$ cat src/rtl/alu_seq_pkg.sv
// alu_seq_pkg: opcodes, flag bit positions and FSM states shared by the lane sequencer.
package alu_seq_pkg;
    localparam logic [2:0] OP_MUL = 3'b000;
    localparam logic [2:0] OP_SUB = 3'b001;
    localparam logic [2:0] OP_ADD = 3'b010;
    localparam logic [2:0] OP_SET = 3'b111;
    localparam int FLAG_V = 3;
    localparam int FLAG_N = 2;
    localparam int FLAG_Z = 1;
    localparam int FLAG_C = 0;
    typedef enum logic [1:0] {S_IDLE, S_ISSUE, S_DONE} state_e;
    function automatic logic op_ok(input logic [2:0] op);
        return op == OP_MUL || op == OP_SUB || op == OP_ADD || op == OP_SET;
    endfunction
endpackage

$ cat src/rtl/alu_lane_seq_if.sv
// alu_lane_seq_if: instruction and result handshakes of the lane sequencer.
interface alu_lane_seq_if #(parameter int WIDTH = 8, parameter int LANES = 4);
    logic                   in_valid;
    logic                   in_ready;
    logic [2:0]             in_opcode;
    logic [LANES*WIDTH-1:0] in_vec_a;
    logic [LANES*WIDTH-1:0] in_vec_b;
    logic [WIDTH-1:0]       in_scalar_c;
    logic                   out_valid;
    logic                   out_ready;
    logic [LANES*WIDTH-1:0] out_vec;
    logic [3:0]             out_flags;
    logic                   out_err;
    modport master (
        output in_valid, in_opcode, in_vec_a, in_vec_b, in_scalar_c, out_ready,
        input  in_ready, out_valid, out_vec, out_flags, out_err
    );
    modport slave (
        input  in_valid, in_opcode, in_vec_a, in_vec_b, in_scalar_c, out_ready,
        output in_ready, out_valid, out_vec, out_flags, out_err
    );
endinterface

$ cat src/rtl/alu_lane_seq.sv
// alu_lane_seq: issues a vector instruction one lane per cycle to an external lane ALU.
// Define ALU_LANE_SEQ_PERF_EN to build the completed-instruction counter on perf_ops.
module alu_lane_seq
    import alu_seq_pkg::*;
#(
    parameter int WIDTH = 8,
    parameter int LANES = 4
) (
    input  logic              clk,
    input  logic              rst,
    alu_lane_seq_if.slave     bus,
    output logic [WIDTH-1:0]  alu_a,
    output logic [WIDTH-1:0]  alu_b,
    output logic [WIDTH-1:0]  alu_c,
    output logic [2:0]        alu_opcode,
    output logic [31:0]       alu_instance,
    input  logic [WIDTH-1:0]  alu_result,
    input  logic [3:0]        alu_flags,
    output logic [15:0]       perf_ops
);
    localparam int LW = LANES > 1 ? $clog2(LANES) : 1;
    state_e                 state_q, state_d;
    logic [LW-1:0]          lane_q, lane_d;
    logic [2:0]             op_q, op_d;
    logic [LANES*WIDTH-1:0] a_q, a_d, b_q, b_d, vec_q, vec_d;
    logic [WIDTH-1:0]       c_q, c_d;
    logic [3:0]             flg_q, flg_d;
    logic                   err_q, err_d;
    logic                   first, last, iss;
    assign first = lane_q == '0;
    assign last  = lane_q == LW'(LANES - 1);
    assign iss   = state_q == S_ISSUE;
    always_comb begin
        state_d = state_q;
        lane_d  = lane_q;
        op_d    = op_q;
        a_d     = a_q;
        b_d     = b_q;
        c_d     = c_q;
        vec_d   = vec_q;
        flg_d   = flg_q;
        err_d   = err_q;
        case (state_q)
            S_IDLE: if (bus.in_valid) begin
                op_d    = bus.in_opcode;
                a_d     = bus.in_vec_a;
                b_d     = bus.in_vec_b;
                c_d     = bus.in_scalar_c;
                lane_d  = '0;
                vec_d   = '0;
                flg_d   = '0;
                err_d   = !op_ok(bus.in_opcode);
                state_d = op_ok(bus.in_opcode) ? S_ISSUE : S_DONE;
            end
            S_ISSUE: begin
                vec_d[lane_q*WIDTH +: WIDTH] = alu_result;
                // Lane 0 seeds the reduction so Z can be an AND over all lanes.
                flg_d[FLAG_V] = alu_flags[FLAG_V] | (!first & flg_q[FLAG_V]);
                flg_d[FLAG_N] = alu_flags[FLAG_N] | (!first & flg_q[FLAG_N]);
                flg_d[FLAG_Z] = alu_flags[FLAG_Z] & (first | flg_q[FLAG_Z]);
                flg_d[FLAG_C] = alu_flags[FLAG_C] | (!first & flg_q[FLAG_C]);
                lane_d  = last ? '0 : lane_q + 1'b1;
                state_d = last ? S_DONE : S_ISSUE;
            end
            S_DONE: state_d = bus.out_ready ? S_IDLE : S_DONE;
            default: state_d = S_IDLE;
        endcase
    end
    always_ff @(posedge clk or posedge rst) begin
        if (rst) begin
            state_q <= S_IDLE;
            lane_q  <= '0;
            op_q    <= '0;
            a_q     <= '0;
            b_q     <= '0;
            c_q     <= '0;
            vec_q   <= '0;
            flg_q   <= '0;
            err_q   <= 1'b0;
        end else begin
            state_q <= state_d;
            lane_q  <= lane_d;
            op_q    <= op_d;
            a_q     <= a_d;
            b_q     <= b_d;
            c_q     <= c_d;
            vec_q   <= vec_d;
            flg_q   <= flg_d;
            err_q   <= err_d;
        end
    end
    assign alu_a        = iss ? a_q[lane_q*WIDTH +: WIDTH] : '0;
    assign alu_b        = iss ? b_q[lane_q*WIDTH +: WIDTH] : '0;
    assign alu_c        = iss ? c_q : '0;
    assign alu_opcode   = iss ? op_q : '0;
    assign alu_instance = iss ? 32'(lane_q) : '0;
    assign bus.in_ready  = state_q == S_IDLE;
    assign bus.out_valid = state_q == S_DONE;
    assign bus.out_vec   = vec_q;
    assign bus.out_flags = flg_q;
    assign bus.out_err   = err_q;
`ifdef ALU_LANE_SEQ_PERF_EN
    logic [15:0] perf_q, perf_d;
    assign perf_d = (bus.out_valid && bus.out_ready && perf_q != 16'hFFFF) ? perf_q + 16'd1 : perf_q;
    always_ff @(posedge clk or posedge rst) begin
        if (rst) perf_q <= '0;
        else perf_q <= perf_d;
    end
    assign perf_ops = perf_q;
`else
    assign perf_ops = '0;
`endif
endmodule

$ cat src/flat_wrapper.sv
// flat-port wrapper written by rule: the top's interface ports become plain ports
module alu_lane_seq_flat import alu_seq_pkg::*;
#(
    parameter int WIDTH = 8,
    parameter int LANES = 4
)
  (clk, rst, alu_a, alu_b, alu_c, alu_opcode, alu_instance, alu_result, alu_flags, perf_ops, bus_in_valid, bus_in_opcode, bus_in_vec_a, bus_in_vec_b, bus_in_scalar_c, bus_out_ready, bus_in_ready, bus_out_valid, bus_out_vec, bus_out_flags, bus_out_err);
  alu_lane_seq_if #(.WIDTH(WIDTH), .LANES(LANES)) bus_i ();
  input  logic clk;
  input  logic rst;
  output logic [WIDTH-1:0] alu_a;
  output logic [WIDTH-1:0] alu_b;
  output logic [WIDTH-1:0] alu_c;
  output logic [2:0] alu_opcode;
  output logic [31:0] alu_instance;
  input  logic [WIDTH-1:0] alu_result;
  input  logic [3:0] alu_flags;
  output logic [15:0] perf_ops;
  input wire logic [$bits(bus_i.in_valid)-1:0] bus_in_valid;
  input wire logic [$bits(bus_i.in_opcode)-1:0] bus_in_opcode;
  input wire logic [$bits(bus_i.in_vec_a)-1:0] bus_in_vec_a;
  input wire logic [$bits(bus_i.in_vec_b)-1:0] bus_in_vec_b;
  input wire logic [$bits(bus_i.in_scalar_c)-1:0] bus_in_scalar_c;
  input wire logic [$bits(bus_i.out_ready)-1:0] bus_out_ready;
  output wire logic [$bits(bus_i.in_ready)-1:0] bus_in_ready;
  output wire logic [$bits(bus_i.out_valid)-1:0] bus_out_valid;
  output wire logic [$bits(bus_i.out_vec)-1:0] bus_out_vec;
  output wire logic [$bits(bus_i.out_flags)-1:0] bus_out_flags;
  output wire logic [$bits(bus_i.out_err)-1:0] bus_out_err;
  assign bus_i.in_valid = bus_in_valid;
  assign bus_i.in_opcode = bus_in_opcode;
  assign bus_i.in_vec_a = bus_in_vec_a;
  assign bus_i.in_vec_b = bus_in_vec_b;
  assign bus_i.in_scalar_c = bus_in_scalar_c;
  assign bus_i.out_ready = bus_out_ready;
  assign bus_in_ready = bus_i.in_ready;
  assign bus_out_valid = bus_i.out_valid;
  assign bus_out_vec = bus_i.out_vec;
  assign bus_out_flags = bus_i.out_flags;
  assign bus_out_err = bus_i.out_err;
  alu_lane_seq #(.WIDTH(WIDTH), .LANES(LANES)) u_core (.clk(clk), .rst(rst), .bus(bus_i), .alu_a(alu_a), .alu_b(alu_b), .alu_c(alu_c), .alu_opcode(alu_opcode), .alu_instance(alu_instance), .alu_result(alu_result), .alu_flags(alu_flags), .perf_ops(perf_ops));
endmodule
$ cat config.mk
export PLATFORM = sky130hd
export DESIGN_NAME = alu_lane_seq_flat
export DESIGN_NICKNAME = d
export VERILOG_FILES = /design/src/rtl/alu_seq_pkg.sv /design/src/rtl/alu_lane_seq_if.sv /design/src/rtl/alu_lane_seq.sv /design/src/flat_wrapper.sv
export SDC_FILE = /design/constraint.sdc
export NUM_CORES = 1
export LEC_CHECK = 0
export CORE_ASPECT_RATIO = 0.8
export CORE_UTILIZATION = 45
export CTS_CLUSTER_SIZE = 30
export DETAILED_ROUTE_END_ITERATION = 7
export GPL_TIMING_DRIVEN = 0
export PLACE_DENSITY_LB_ADDON = 0.1
export SYNTH_ARGS = -nofsm -noshare
export SYNTH_HDL_FRONTEND = slang
export SYNTH_SLANG_ARGS = --single-unit
$ cat constraint.sdc
create_clock -name clk -period 4.5 [get_ports clk]
set_input_delay 0.9 -clock clk [delete_from_list [all_inputs] [get_ports clk]]
set_output_delay 0.9 -clock clk [all_outputs]
set_load 0.1 [all_outputs]
==> metrics.txt <==
cell-internal power 3.24 mW; Synth area leader dfrtp_1; Reg clk slew, reported paths ~0.060 ns; placed cell area ~0.0074 mm^2; diodes inserted 0; DR WL met3 approximately 1100 um; RSZ-0062 raised after global routing false; Req. time, crit path approximately 3.6 ns; Pre-antenna DRT Iters 7; # clock sinks around 120; violations in the final reports design-rule violations; Max Fclk ~0.24 GHz; initial DRC count roughly 240; WL final 14200 um; clock skew 0.00543 ns; CTS Root Cell clkbuf_16; Longest Clk Path Bufs 2; setup tns final 0 ns; Worst-Skew Late Latency around 0.41 ns; PwrDens 780 mW/mm^2; post-layout util 0.689; met2 WL roughly 6700 um; Max IR drop VDD ~0.46 mV; share of cells above drive strength 1 0.150; core area 0.0116 mm^2; Switching Share 0.482; HPWL after DPL roughly 10000 um; Final period util 0.909; post_cts resized 0; met1 wire length 6290 um; Switch Pwr around 3.0 mW; vias between 4000 and 5000; Syn Area/Cell 10.0 um^2; flops & latches, synth roughly 120; Crit. End Element output pin; combinational share of power 0.515; first-pass GRT wire length 23200 um; CTS Buf Count 17; die area about 0.013 mm^2; die height approximately 100 um; worst-path maximum fanout 10; Synth top area share 0.533; effective utilization at floorplan 0.468; leak pwr roughly 4 nW; IO Port Bufs about 160; Mapped Area about 0.0054 mm^2; sequential area share after synthesis 0.533; most frequent cell after synthesis nand2_1; Detail Route Antenna Nets 0; worst-margin pin slew just over 1 ns; Hold Fails Final Rpt 0; predominant post-synthesis flop cell dfrtp_1; Post-Syn Instances between 500 and 600; Die Wd roughly 130 um; Area contributors post-synth dfrtp_1 53%, nand2_1 16%, buf_4 6.6%; clock share of power 0.219; Slew headroom 0.324; pin count of the biggest net entering global routing slightly below 70; Worst Hold Class reg -> reg; Setup CP Type reg -> out; status finished with violations; Final #Nets 861; floorplan row count 35; GRT Overall Usage 0.243; Fill cells ~920; initial antenna violation count 0; Setup-failing EPs final 0; Avg WL per Cell ~15 um; Critical Path Source Type flop; DRC 33; Finished Cell Area ~0.008 mm^2; post-CTS setup buffers 0; Post-synth EDFFs 0; synth warn 0; Crit path arrival time 3.19 ns; grt ovf 0; async set-reset flop share out of synthesis 1.00; synthesis-to-finish area growth 47.3%; Tmin final between 4 and 5 ns; R2R cell count 7; cts hold-fix bufs 0; Pins Over Slew Limit 0; vias in the first global route 4519; post-synth cell types 28; I/O pins ~210; part of the power in registers 0.265; H-tree levels 4; DR vias/cell approximately 4.8; Placer Congestion around 0.8; CTS tree done; hold path depth 2; maxcap violations 0; total power 6.26 mW; Max Used Layer met4; synth cell count leaders 234 x nand2_1, 116 x dfrtp_1, 48 x buf_4
-- power by group through the flow --
stage	registers, mW	clock network [mW]	logic (mW)
detailed placement	1.67	0	3.23
CTS	1.66	1.39	3.24
finish	1.66	1.37	3.22
global route	1.71	1.44	3.42
floorplan	2.02	0	2.10
global placement	1.64	0	3.18
-- critical path, stage by stage, from the launching register on --
cell and delay, ns:
dfrtp_1 0.34, buf_2 0.20, nor2b_1 0.37, clkbuf_1 0.47, and2_1 0.26, clkdlybuf4s50_1 1.15
-- cells by family (layout without fill, tap and decap cells) --
group / count (synthesis) / after routing / share of synthesized area
flip-flops: 116 / 116 / 0.533
AND/OR/NAND/NOR: 278 / 278 / 0.222
other: 1 / 46 / 0.000689
AO/OA/AOI/OAI: 46 / 46 / 0.0705
buffers and inverters: 78 / 269 / 0.0921
multiplexers: 17 / 17 / 0.0682
adder cells (fa/ha/maj): 5 / 5 / 0.0115
XOR/XNOR: 1 / 1 / 0.00161
-- layout by cell type (no fill, tap or decap), types with 4 or more instances in the layout --
cell type        count
a21o_1               5
dfrtp_1            116
ha_1                 5
buf_2               11
clkinv_4             6
clkbuf_1            12
a22o_1              35
clkdlybuf4s50_1    158
mux4_2              16
clkbuf_16           17
nor4_4               4
inv_1                4
and2_1              27
nand2_1            234
conb_1              46
buf_4               48
-- through the flow --
step | setup WS (ns) | cells | hold slack [ns]
after global routing | 0.272 | 926 | 0.493
after floorplan | 0.528 | 587 | 0.437
final | 0.410 | 926 | 0.464
after CTS | 0.384 | 926 | 0.468
after detailed placement | 0.835 | 894 | 0.454
after global placement | -1.09 | 893 | 0.448
-- per-layer routing --
metal,up-vias,GRT usage
met5,-,0
met4,0,0.0797
met3,12,0.0693
met2,200,0.391
met1,2133,0.319
li1,2124,-
-- sequential cells by signal, summed over array words and instances, names as in the netlist --
name / count
u_core.lane_q: 2
u_core.b_q: 32
u_core.bus.out_flags: 4
u_core.c_q: 8
u_core.op_q: 3
u_core.bus.out_err: 1
u_core.bus.out_vec: 32
u_core.a_q: 32
u_core.state_q: 2
-- worst paths after layout --
| kind | slack, ns | end | start |
|---|---|---|---|
| min in group asynchronous | 1.01 | u_core.c_q[3]$_DFFE_PP0P_ | rst |
| max in group asynchronous | 2.74 | u_core.bus.out_vec[15]$_DFFE_PP0P_ | rst |
| hold reg to reg | 0.46 | u_core.op_q[0]$_DFFE_PP0P_ | u_core.op_q[0]$_DFFE_PP0P_ |
| setup / recovery | 0.41 | alu_a[5] | u_core.state_q[0]$_DFFE_PP0P_ |
| hold / removal | 0.46 | u_core.op_q[0]$_DFFE_PP0P_ | u_core.op_q[0]$_DFFE_PP0P_ |
| setup reg to reg | 1.66 | u_core.bus.out_vec[15]$_DFFE_PP0P_ | u_core.lane_q[1]$_DFFE_PP0P_ |
-- area by class of cell --
cell class / instances / area (um^2) / area share
sequential: 116 / 2900 / 0.362
timing repair buffer: 159 / 1610 / 0.201
multi-input combinational: 393 / 2210 / 0.276
clock buffer: 17 / 425 / 0.0530
inverter: 5 / 21.3 / 0.00265
tap: 148 / 185 / 0.0231
buffer: 73 / 483 / 0.0602
clock inverter: 15 / 184 / 0.0229
No activity file was read; power rests on OpenSTA's default activity.
